===== src/rtl/instr_fetch_mem.sv =====
// instr_fetch_mem: run-time loadable instruction memory behind a valid/ready port, with a 2-entry response FIFO.
// Define IMEM_FAULT_EN to flag misaligned or out-of-range PCs as faulted fetches.
module instr_fetch_mem #(
   parameter  int DATA_W = 32,
   parameter  int ADDR_W = 32,
   parameter  int DEPTH  = 16,
   localparam int IDX_W  = $clog2(DEPTH)
) (
   input  logic              clk,
   input  logic              rst_n,
   input  logic              req_valid,
   output logic              req_ready,
   input  logic [ADDR_W-1:0] req_pc,
   output logic              rsp_valid,
   input  logic              rsp_ready,
   output logic [DATA_W-1:0] rsp_instr,
   output logic [ADDR_W-1:0] rsp_pc,
   output logic              rsp_fault,
   input  logic              flush,
   input  logic              wr_en,
   input  logic [IDX_W-1:0]  wr_addr,
   input  logic [DATA_W-1:0] wr_data
);

   typedef struct packed {
      logic [DATA_W-1:0] instr;
      logic [ADDR_W-1:0] pc;
      logic              fault;
   } rsp_ent_t;

   // Instruction store: deliberately not reset so a reset keeps the loaded program.
   logic [DATA_W-1:0] mem_q [DEPTH];

   always_ff @(posedge clk) begin
      if (wr_en) mem_q[wr_addr] <= wr_data;
   end

   logic [IDX_W-1:0] rd_idx;
   logic             rd_fault;
   rsp_ent_t         push_ent;

   assign rd_idx = req_pc[IDX_W+1:2];

`ifdef IMEM_FAULT_EN
   logic [ADDR_W-1:0] word_addr;
   assign word_addr = req_pc >> 2;
   assign rd_fault  = (req_pc[1:0] != 2'b00) || (word_addr >= ADDR_W'(DEPTH));
`else
   assign rd_fault  = 1'b0;
`endif

   // The read happens in the accept cycle, so a same-cycle write is seen only by later accepts.
   always_comb begin
      push_ent.instr = rd_fault ? '0 : mem_q[rd_idx];
      push_ent.pc    = req_pc;
      push_ent.fault = rd_fault;
   end

   rsp_ent_t   ent_q [2];
   logic [1:0] cnt_q, cnt_d;
   logic       rptr_q, rptr_d;
   logic       wptr_q, wptr_d;
   logic       push, pop;

   // No pass-through: readiness depends only on the registered count.
   assign req_ready = rst_n && !flush && (cnt_q != 2'd2);
   assign push      = req_valid && req_ready;
   assign pop       = (cnt_q != 2'd0) && rsp_ready && !flush;

   always_comb begin
      cnt_d  = cnt_q;
      rptr_d = rptr_q;
      wptr_d = wptr_q;
      if (flush) begin
         cnt_d  = 2'd0;
         rptr_d = 1'b0;
         wptr_d = 1'b0;
      end else begin
         if (push) wptr_d = ~wptr_q;
         if (pop)  rptr_d = ~rptr_q;
         cnt_d = cnt_q + 2'(push) - 2'(pop);
      end
   end

   always_ff @(posedge clk or negedge rst_n) begin
      if (!rst_n) begin
         cnt_q  <= 2'd0;
         rptr_q <= 1'b0;
         wptr_q <= 1'b0;
      end else begin
         cnt_q  <= cnt_d;
         rptr_q <= rptr_d;
         wptr_q <= wptr_d;
      end
   end

   always_ff @(posedge clk or negedge rst_n) begin
      if (!rst_n) begin
         for (int i = 0; i < 2; i++) ent_q[i] <= '0;
      end else if (push) begin
         ent_q[wptr_q] <= push_ent;
      end
   end

   rsp_ent_t head;

   // An empty FIFO presents all-zero head fields rather than stale entries.
   assign head      = (cnt_q != 2'd0) ? ent_q[rptr_q] : '0;
   assign rsp_valid = (cnt_q != 2'd0);
   assign rsp_instr = head.instr;
   assign rsp_pc    = head.pc;
   assign rsp_fault = head.fault;

endmodule


===== config.mk =====
export PLATFORM = sky130hd
export DESIGN_NAME = instr_fetch_mem
export DESIGN_NICKNAME = d
export VERILOG_FILES = /design/src/rtl/instr_fetch_mem.sv
export SDC_FILE = /design/constraint.sdc
export NUM_CORES = 1
export LEC_CHECK = 0
export BUFFER_PORTS_ARGS = -buffer_cell sky130_fd_sc_hd__buf_2
export CORE_MARGIN = 2
export CORE_UTILIZATION = 50
export DETAILED_ROUTE_END_ITERATION = 7
export GPL_TIMING_DRIVEN = 0
export PLACE_DENSITY = 0.67
export RECOVER_POWER = 50
export SYNTH_ARGS = -nofsm -noshare
export SYNTH_HDL_FRONTEND = slang
export SYNTH_SLANG_ARGS = --single-unit

===== constraint.sdc =====
create_clock -name clk -period 3.66 [get_ports clk]
set_input_delay 1.098 -clock clk [delete_from_list [all_inputs] [get_ports clk]]
set_output_delay 1.098 -clock clk [all_outputs]
set_load 0.05 [all_outputs]

* Yosys cells after proc, flatten, opt, wreduce, memory -nomap -nowiden
Memories as Yosys holds them, arrays and structs flattened. Cells that the tools add are included.
Word-level totals: logic and storage cells 44, memories kept 1, bits in writable memories 512, output and inout port bits 67, register bits after elaboration 134, bits of input ports 74
Cells by class: bitwise gates (word level) 4, reductions and logical operators 10, equal/unequal tests 1, add/sub/neg operators 2, magnitude comparators 3, muxes and demuxes 14
Memories:
- mem_q | words 16, width 32, read ports 1, clocked after Yosys merged registers in 0, write ports 1, line 32 | logic [DATA_W-1:0] mem_q [DEPTH];
Operators with widths (count):
- 65-bit 2-to-1 mux | 5
- 130-bit bitwise mux | 1
- 65-bit demux with 1-bit select | 1
- 1-bit logical AND | 6
- 1-bit 2-to-1 mux | 6
- 2-bit nonzero test | 3
- 2-bit >= comparator, second input constant | 2
- 1-bit NOT with 2-bit output | 2
- 2-bit by 1-bit adder with 2-bit output | 1
- 2-bit by 1-bit less-than comparator with 1-bit output, second input constant | 1
- 2-bit 2-to-1 mux | 1
- 2-bit != test, second input constant | 1
- 1-bit NOT | 2
- 2-bit by 1-bit subtractor with 2-bit output | 1
- 1-bit zero test | 1

* Logic depth before layout (Yosys ltp)
Gate-level depths: netlist of run 1.
word-level depth 7, depth in mapped cells 9

* Least setup slack after synthesis of run 1
OpenSTA, ideal clock, no wires.
path type input to register, start point in wr_addr[2], end point mem mem_q[0][0] (enable), path slack -618 ps, data required time 3199 ps, path buffers 0, cell stages on the path 2, library setup time 461 ps, data arrival time 3816 ps, cells stage by stage or3b_2 -> nor3_1
RTL lines:
- start, declared | line 21 | input logic [IDX_W-1:0] wr_addr,
- end, declared | line 32
No word-level cell before the write port.

* Final worst setup path of run 1
start point reg rptr_q, end point out rsp_instr[28]
On the way: cells in the longest elaborated chain, start to end 5
Ends and longest elaborated chain:
- start, declared | line 61 | logic rptr_q, rptr_d;
- start signal, assigned | line 92 | rptr_q <= rptr_d;
- 1-bit NOT with 2-bit output (not written as such) | line 108 | assign head = (cnt_q != 2'd0) ? ent_q[rptr_q] : '0;
- 65-bit 2-to-1 mux (not written as such) (3 in series) | line 108
- 65-bit 2-to-1 mux | line 108
- end, declared | line 16 | output logic [DATA_W-1:0] rsp_instr,
Every way passes these cells. The select of a mux whose other input is x is not followed.

==> run metrics, run 1 <==
die height 230 um; synth cell count leaders edfxtp_1, mux2i_1, nand2_1; Initial Utilization 0.508; max_slew headroom -0.549; number of vias per cell 5.74; drt first pass iters 7; Root Buffer clkbuf_16; CTS H-tree depth 2; Seq pwr share 0.516; post-layout min period 3.46 ns; crit share post-route 0.945; Synth top area share 0.604; total power 16.6 mW; hold violation count in the final report 0; first-pass GRT wire length 91000 um; number of global-route vias before repair 14600; HP Class in2async; clk_skew 0.0121 ns; Slew Viols, Final 45; utilization after layout 0.589; Cell variety after synth 42; Fmax 289 MHz; most common cell in the netlist edfxtp_1; full die area 0.0528 mm^2; Synth area leader edfxtp_1; Ys Warns 0; Routed WL 60100 um; largest net degree at the start of global routing 49; Clock Tree Buf Depth 3; CTS tree yes; sequential fraction of the synthesis area 0.733; Post-Synthesis Net Count 1587; leak pwr 10.9 nW; failing checks max-capacitance violations, max-slew violations; FF-to-FF path depth 5; Final nets 1809; # setup viols final 0; Buffers on Ports 136; DRT iter0 DRCs 1521; mapped cell area 0.0255 mm^2; flops & latches, synth 644; WP data arrival 2.36 ns; share of cells above drive strength 1 0.211; Register Area 0.0187 mm^2; Num CTS Buffers 61; Residual DRC 0; DRT antenna net count 0; status finished with violations; total track usage 0.232; CP max FO 10; detailed placement HPWL 38600 um; wire per inst 24.4 um; clk sinks 644; Clock Latency Late Sink 0.62 ns; net switching power 4.00 mW; EDFF count, synth 512; Int Pwr 12.6 mW; row cnt 82; diode count 0; worst vdd ir 0.376 mV; Cells after Synth 1511; final RePlAce weighted congestion 0.793; MaxCap Viol Count 1; Power Dens Cells 562 mW/mm^2; RSZ-0062 raised after global routing false; Startpoint Class register; clock group share of total power 0.377; Critical Path RT 2.56 ns; total gr overflow 0; clk slew on worst S/H paths 0.06 ns; Core Region 0.0502 mm^2; multi-input logic area 0.00640 mm^2; kind of critical path reg2out; CP Capture Type output port; Avg Inst Size Synth 16.9 um^2; Worst Tran Pin Value 2.32 ns; vias 14100; Syn-to-layout area delta 16.0%; switching share of power 0.241; Post-synth top flop edfxtp_1; Comb power frac 0.107; I/O pin cnt 141; ys async rst share 0.205; top cells by area, synth edfxtp_1, dfrtp_1, mux2i_1; initial antenna violation count 4; Die W 230 um; fill count 3738
-- power groups by stage --
| stage | Sequential [mW] | Combinational [mW] | Clock [mW] |
|---|---|---|---|
| final | 8.57 | 1.77 | 6.27 |
| after global routing | 8.62 | 1.93 | 6.65 |
| after CTS | 8.57 | 1.80 | 6.34 |
| after detailed placement | 8.72 | 1.79 | 0 |
| after global placement | 8.70 | 1.70 | 0 |
| after floorplan | 8.67 | 1.21 | 0 |
-- kinds of logic (layout without fill, tap and decap cells) --
group,count (synthesis),after routing,share of synthesized area
flip-flops,644,644,0.733
other,1,1,0.000147
XOR/XNOR,3,3,0.00103
AND/OR/NAND/NOR,301,301,0.0521
multiplexers,323,323,0.154
AO/OA/AOI/OAI,146,146,0.0398
adder cells (fa/ha/maj),2,2,0.000982
buffers and inverters,91,366,0.0190
-- routing by layer --
metal	GRT usage	share of wire	vias to the layer above
met5	0	0.00052	-
met2	0.376	0.47	532
met1	0.328	0.43	7237
met3	0.0455	0.081	82
met4	0.0528	0.018	4
li1	-	-	6266
-- sequential cells by signal (all words and copies together), names as in the netlist --
| signal | cells |
|---|---|
| cnt_q | 2 |
| ent_q | 128 |
| mem_q | 512 |
| rptr_q | 1 |
| wptr_q | 1 |
-- layout by cell type, fill, tap and decap left out, types with 3 or more instances in the layout --
cell / instances
clkbuf_2: 4
bufinv_16: 7
clkbuf_1: 79
nor3_4: 4
buf_2: 126
buf_16: 9
nor2b_1: 7
nand3_1: 9
clkbuf_16: 63
edfxtp_1: 512
mux2_2: 52
nor3_1: 5
dfrtp_1: 132
o21ai_1: 16
o21ai_0: 18
and3b_1: 4
buf_12: 12
o31ai_1: 10
clkinvlp_4: 3
nand4_1: 16
mux4_2: 49
clkinv_2: 9
nor2_1: 75
mux2i_1: 222
buf_6: 12
nand2_1: 153
clkinv_1: 19
a22oi_1: 95
nor2_4: 7
buf_4: 8
buf_1: 9
nand2b_1: 6
-- layout make-up --
type,instances,area share
buffer,89,0.0163
tap,672,0.0285
clock inverter,41,0.0124
multi-input combinational,776,0.217
timing repair buffer,159,0.0390
sequential,644,0.632
inverter,2,0.000254
clock buffer,75,0.0549
-- timing repair --
item	CTS	global route
setup buffers	0	0
hold buffers	0	0
resized for setup	1	4
setup endpoints to repair	5	48
cloned	1	0
endpoints found under the hold margin	0	0
pin swaps	0	0
-- through the flow --
stage	TNS (ns)	cells	hold WS (ns)	instance area (um^2)	worst slack [ns]
floorplan	0	1511	0.445	25500	0.254
global route	0	2458	0.431	29600	0.0150
global placement	-822.81	2319	0.457	27000	-1.67
detailed placement	-0.0969	2341	0.461	27600	-0.0200
CTS	0	2458	0.407	29700	0.0269
finish	0	2458	0.416	29600	0.201
-- final timing paths --
check                           startpoint            end  slack [ns]
worst max-delay path                rptr_q  rsp_instr[28]        0.20
max in group asynchronous            rst_n       ent_q[8]        0.68
worst min-delay path                 rst_n      ent_q[52]        0.42
worst max register to register    cnt_q[0]      ent_q[37]        1.46
worst min register to register   ent_q[79]      ent_q[79]        0.47
min in group clk                 ent_q[79]      ent_q[79]        0.47
-- worst max-delay path: stages, from the launching register on --
cell      delay (ns)
dfrtp_1         0.40
clkbuf_2        0.29
buf_2           0.41
mux2i_1         0.34
nor2_1          0.06
buf_2           0.23
Note: power is estimated with default switching activity, not from simulation.
==> run 2, diff against run 1 <==
--- a/config.mk
+++ b/config.mk
@@ -8,6 +8,7 @@
 export BUFFER_PORTS_ARGS = -buffer_cell sky130_fd_sc_hd__buf_2
 export CORE_MARGIN = 2
 export CORE_UTILIZATION = 50
+export CTS_CLUSTER_SIZE = 25
 export DETAILED_ROUTE_END_ITERATION = 7
 export GPL_TIMING_DRIVEN = 0
 export PLACE_DENSITY = 0.67
==> constraint.sdc (replaced) <==
create_clock -name clk -period 3.66 [get_ports clk]
set_input_delay 0.366 -clock clk [delete_from_list [all_inputs] [get_ports clk]]
set_output_delay 0.366 -clock clk [all_outputs]
set_load 0.05 [all_outputs]
==> run 2 against run 1 <==
  * The run still ends with max-capacitance violations, max-slew violations left
  * Design area barely moved
  * Power fell by 3.3%
  * Setup slack improved by 0.54 ns
  * Combinational power barely moved
  * Global-route usage fell by 0.28 points
  * Worst hold slack got worse by 0.27 ns
  * Via count rose by 1.9%
  * Clock power fell by 9.1%
  * Die area did not move
  * Fmax rose by 18%
  * Critical path type unchanged
  * Critical endpoint unchanged
  * Largest power group unchanged
  * Highest routed layer unchanged
==> run metrics, run 2 (synthesis gave the netlist of run 1 again) <==
status finished with violations (unchanged); failing checks max-capacitance violations, max-slew violations (unchanged); Die W 230 um (unchanged); full die area 0.0528 mm^2 (unchanged); Core Region 0.0502 mm^2 (unchanged); MaxCap Viol Count 2 (was 1); wire per inst 24.3 um (was 24.4 um); HP Class in2reg (was in2async); GRT met2 Usage 0.363 (was 0.376); PostCTS Resize Cnt 0 (was 1); Root Buffer clkbuf_16 (unchanged); Top Usage Layer GRT met2 (unchanged); Residual DRC 0 (unchanged); worst vdd ir 0.339 mV (was 0.376 mV); # setup viols final 0 (unchanged); clk slew on worst S/H paths 0.06 ns (about the same); Worst path max stage delay 0.49 ns (was 0.41 ns); clk_skew 0.0117 ns (was 0.0121 ns); WHS Path Cells 4; initial antenna violation count 7 (was 4); clk sinks 644 (unchanged); DP Worst Slack 0.755 ns (was -0.0200 ns); fin area 0.0296 mm^2 (about the same); FF-to-FF path depth 5 (unchanged); GR Util met1 0.332 (was 0.328); post-layout min period 2.92 ns (was 3.46 ns); Top cell by count, worst path buf_2 (unchanged); hold violation count in the final report 0 (unchanged); leak pwr 11.0 nW (was 10.9 nW); hold buffers post-CTS 30 (was 0); Startpoint Class register (unchanged); total track usage 0.229 (was 0.232); share of cells above drive strength 1 0.205 (was 0.211); CTS tree yes (unchanged); total gr overflow 0 (unchanged); number of vias per cell 5.78 (was 5.74); vias 14400 (was 14100); Biggest register mem_q (unchanged); drt first pass iters 7 (unchanged); I/O pin cnt 141 (unchanged); number of flip-flops in the largest register 512 (unchanged); die height 230 um (unchanged); utilization after layout 0.589 (about the same); Worst Hold Endpoint rptr_q; kind of critical path reg2out (unchanged); Critical Path RT 3.29 ns (was 2.56 ns); Initial Utilization 0.508 (unchanged); met3 usage 0.0455 (unchanged); WP data arrival 2.56 ns (was 2.36 ns); CP max FO 10 (unchanged); FF-to-FF Start cnt_q[0] (unchanged); Num CTS Buffers 60 (was 61); DRT iter0 DRCs 1494 (was 1521); Reg2Reg Setup Slack 1.47 ns (was 1.46 ns); Final Worst Setup Slack 0.737 ns (was 0.201 ns); first-pass GRT wire length 89900 um (was 91000 um); Power Dens Cells 543 mW/mm^2 (was 562 mW/mm^2); largest registers mem_q x512, ent_q x128, cnt_q x2 (unchanged); crit share post-route 0.799 (was 0.945); row cnt 82 (unchanged); max_slew headroom -0.314 (was -0.549); Buffers on Ports 136 (unchanged); RSZ-0062 raised after global routing false (unchanged); slowest CP cell clkbuf_1 (was buf_2); worst hold start rsp_ready; Slew Viols, Final 28 (was 45); Final nets 1844 (was 1809); CP Cell Sequence clkbuf_1 > buf_2 > mux2i_1 > nor2_1 > buf_2 (was clkbuf_2 > buf_2 > mux2i_1 > nor2_1 > buf_2); worst r2r dst ent_q[40] (was ent_q[37]); Clock Tree Buf Depth 3 (unchanged); most frequent cells in the layout edfxtp_1, mux2i_1, nand2_1, dfrtp_1, buf_2 (unchanged); Worst path top cell family by delay buffers and inverters (unchanged); diode count 0 (unchanged); largest net degree at the start of global routing 99 (was 49); Post-CTS Setup Bufs 0 (unchanged); Fmax 342 MHz (was 289 MHz); CP Capture Type output port (unchanged); critical path depth 5 (unchanged); Buf/Inv on CP 3 (unchanged); detailed placement HPWL 39300 um (was 38600 um); CTS H-tree depth 2 (unchanged); Post-DP Area 0.0276 mm^2 (about the same); Syn-to-layout area delta 16.1% (was 16.0%); Worst Tran Pin Value 1.96 ns (was 2.32 ns); Clock Latency Late Sink 0.62 ns (about the same); setup TNS 0 ns (unchanged); number of global-route vias before repair 14500 (was 14600); DRT antenna net count 0 (unchanged); Routed WL 60300 um (was 60100 um); most common cell after layout, fill and taps aside edfxtp_1 (unchanged); final RePlAce weighted congestion 0.757 (was 0.793)
==> run 2: cell count changes in the layout (fill, tap and decap cells not counted), sizes merged <==
| cell | previous run | this run |
|---|---|---|
| clkinvlp | 5 | 3 |
| dlygate4sd3 | 0 | 30 |
| bufinv | 7 | 1 |
| inv | 3 | 4 |
| clkbuf | 146 | 144 |
| buf | 177 | 185 |
==> run 2: area by class of cell <==
type / instances / area, um^2
clock buffer: 75 / 1580
multi-input combinational: 776 / 6380
timing repair buffer: 195 / 1420
inverter: 2 / 7.51
tap: 672 / 841
clock inverter: 34 / 186
sequential: 644 / 18700
fill: 3711 / 20600
buffer: 89 / 477
==> run 2: metrics by stage <==
step	hold WS (ns)	std cells	total power [mW]
floorplan	0.0704	1511	9.88
CTS	0.0895	2487	16.1
global route	0.156	2487	16.6
global placement	0.456	2319	10.4
finish	0.148	2487	16.1
detailed placement	0.292	2348	10.5
==> run 2: worst max path at each step <==
stage                from             to  slack, ns
6_report           rptr_q  rsp_instr[28]       0.74
5_1_grt             rst_n      ent_q[40]       0.62
3_5_place_dp        rst_n      ent_q[39]       0.76
4_1_cts            rptr_q  rsp_instr[17]       0.71
2_1_floorplan  wr_addr[2]    mem_q[0][0]       0.11
3_3_place_gp   wr_addr[2]   mem_q[0][24]      -2.79
==> run 2: power by group <==
| group | switching, mW | total [mW] | internal (mW) |
|---|---|---|---|
| clock network | 2.59 | 5.70 | 3.11 |
| registers | 0.197 | 8.57 | 8.37 |
| logic | 1.15 | 1.79 | 0.634 |
| total | 3.94 | 16.1 | 12.1 |
==> run 2: worst min-delay path, cell delays in order <==
cell and delay (ns):
buf_2 0.08, nand2_1 0.08, xor2_1 0.14, nor2_1 0.05
==> run 2: routing by layer <==
layer  part of all wire  vias up
met2               0.46      592
met1               0.44     7358
met5            0.00093        -
met4              0.019        8
li1                   -     6341
met3              0.079       87
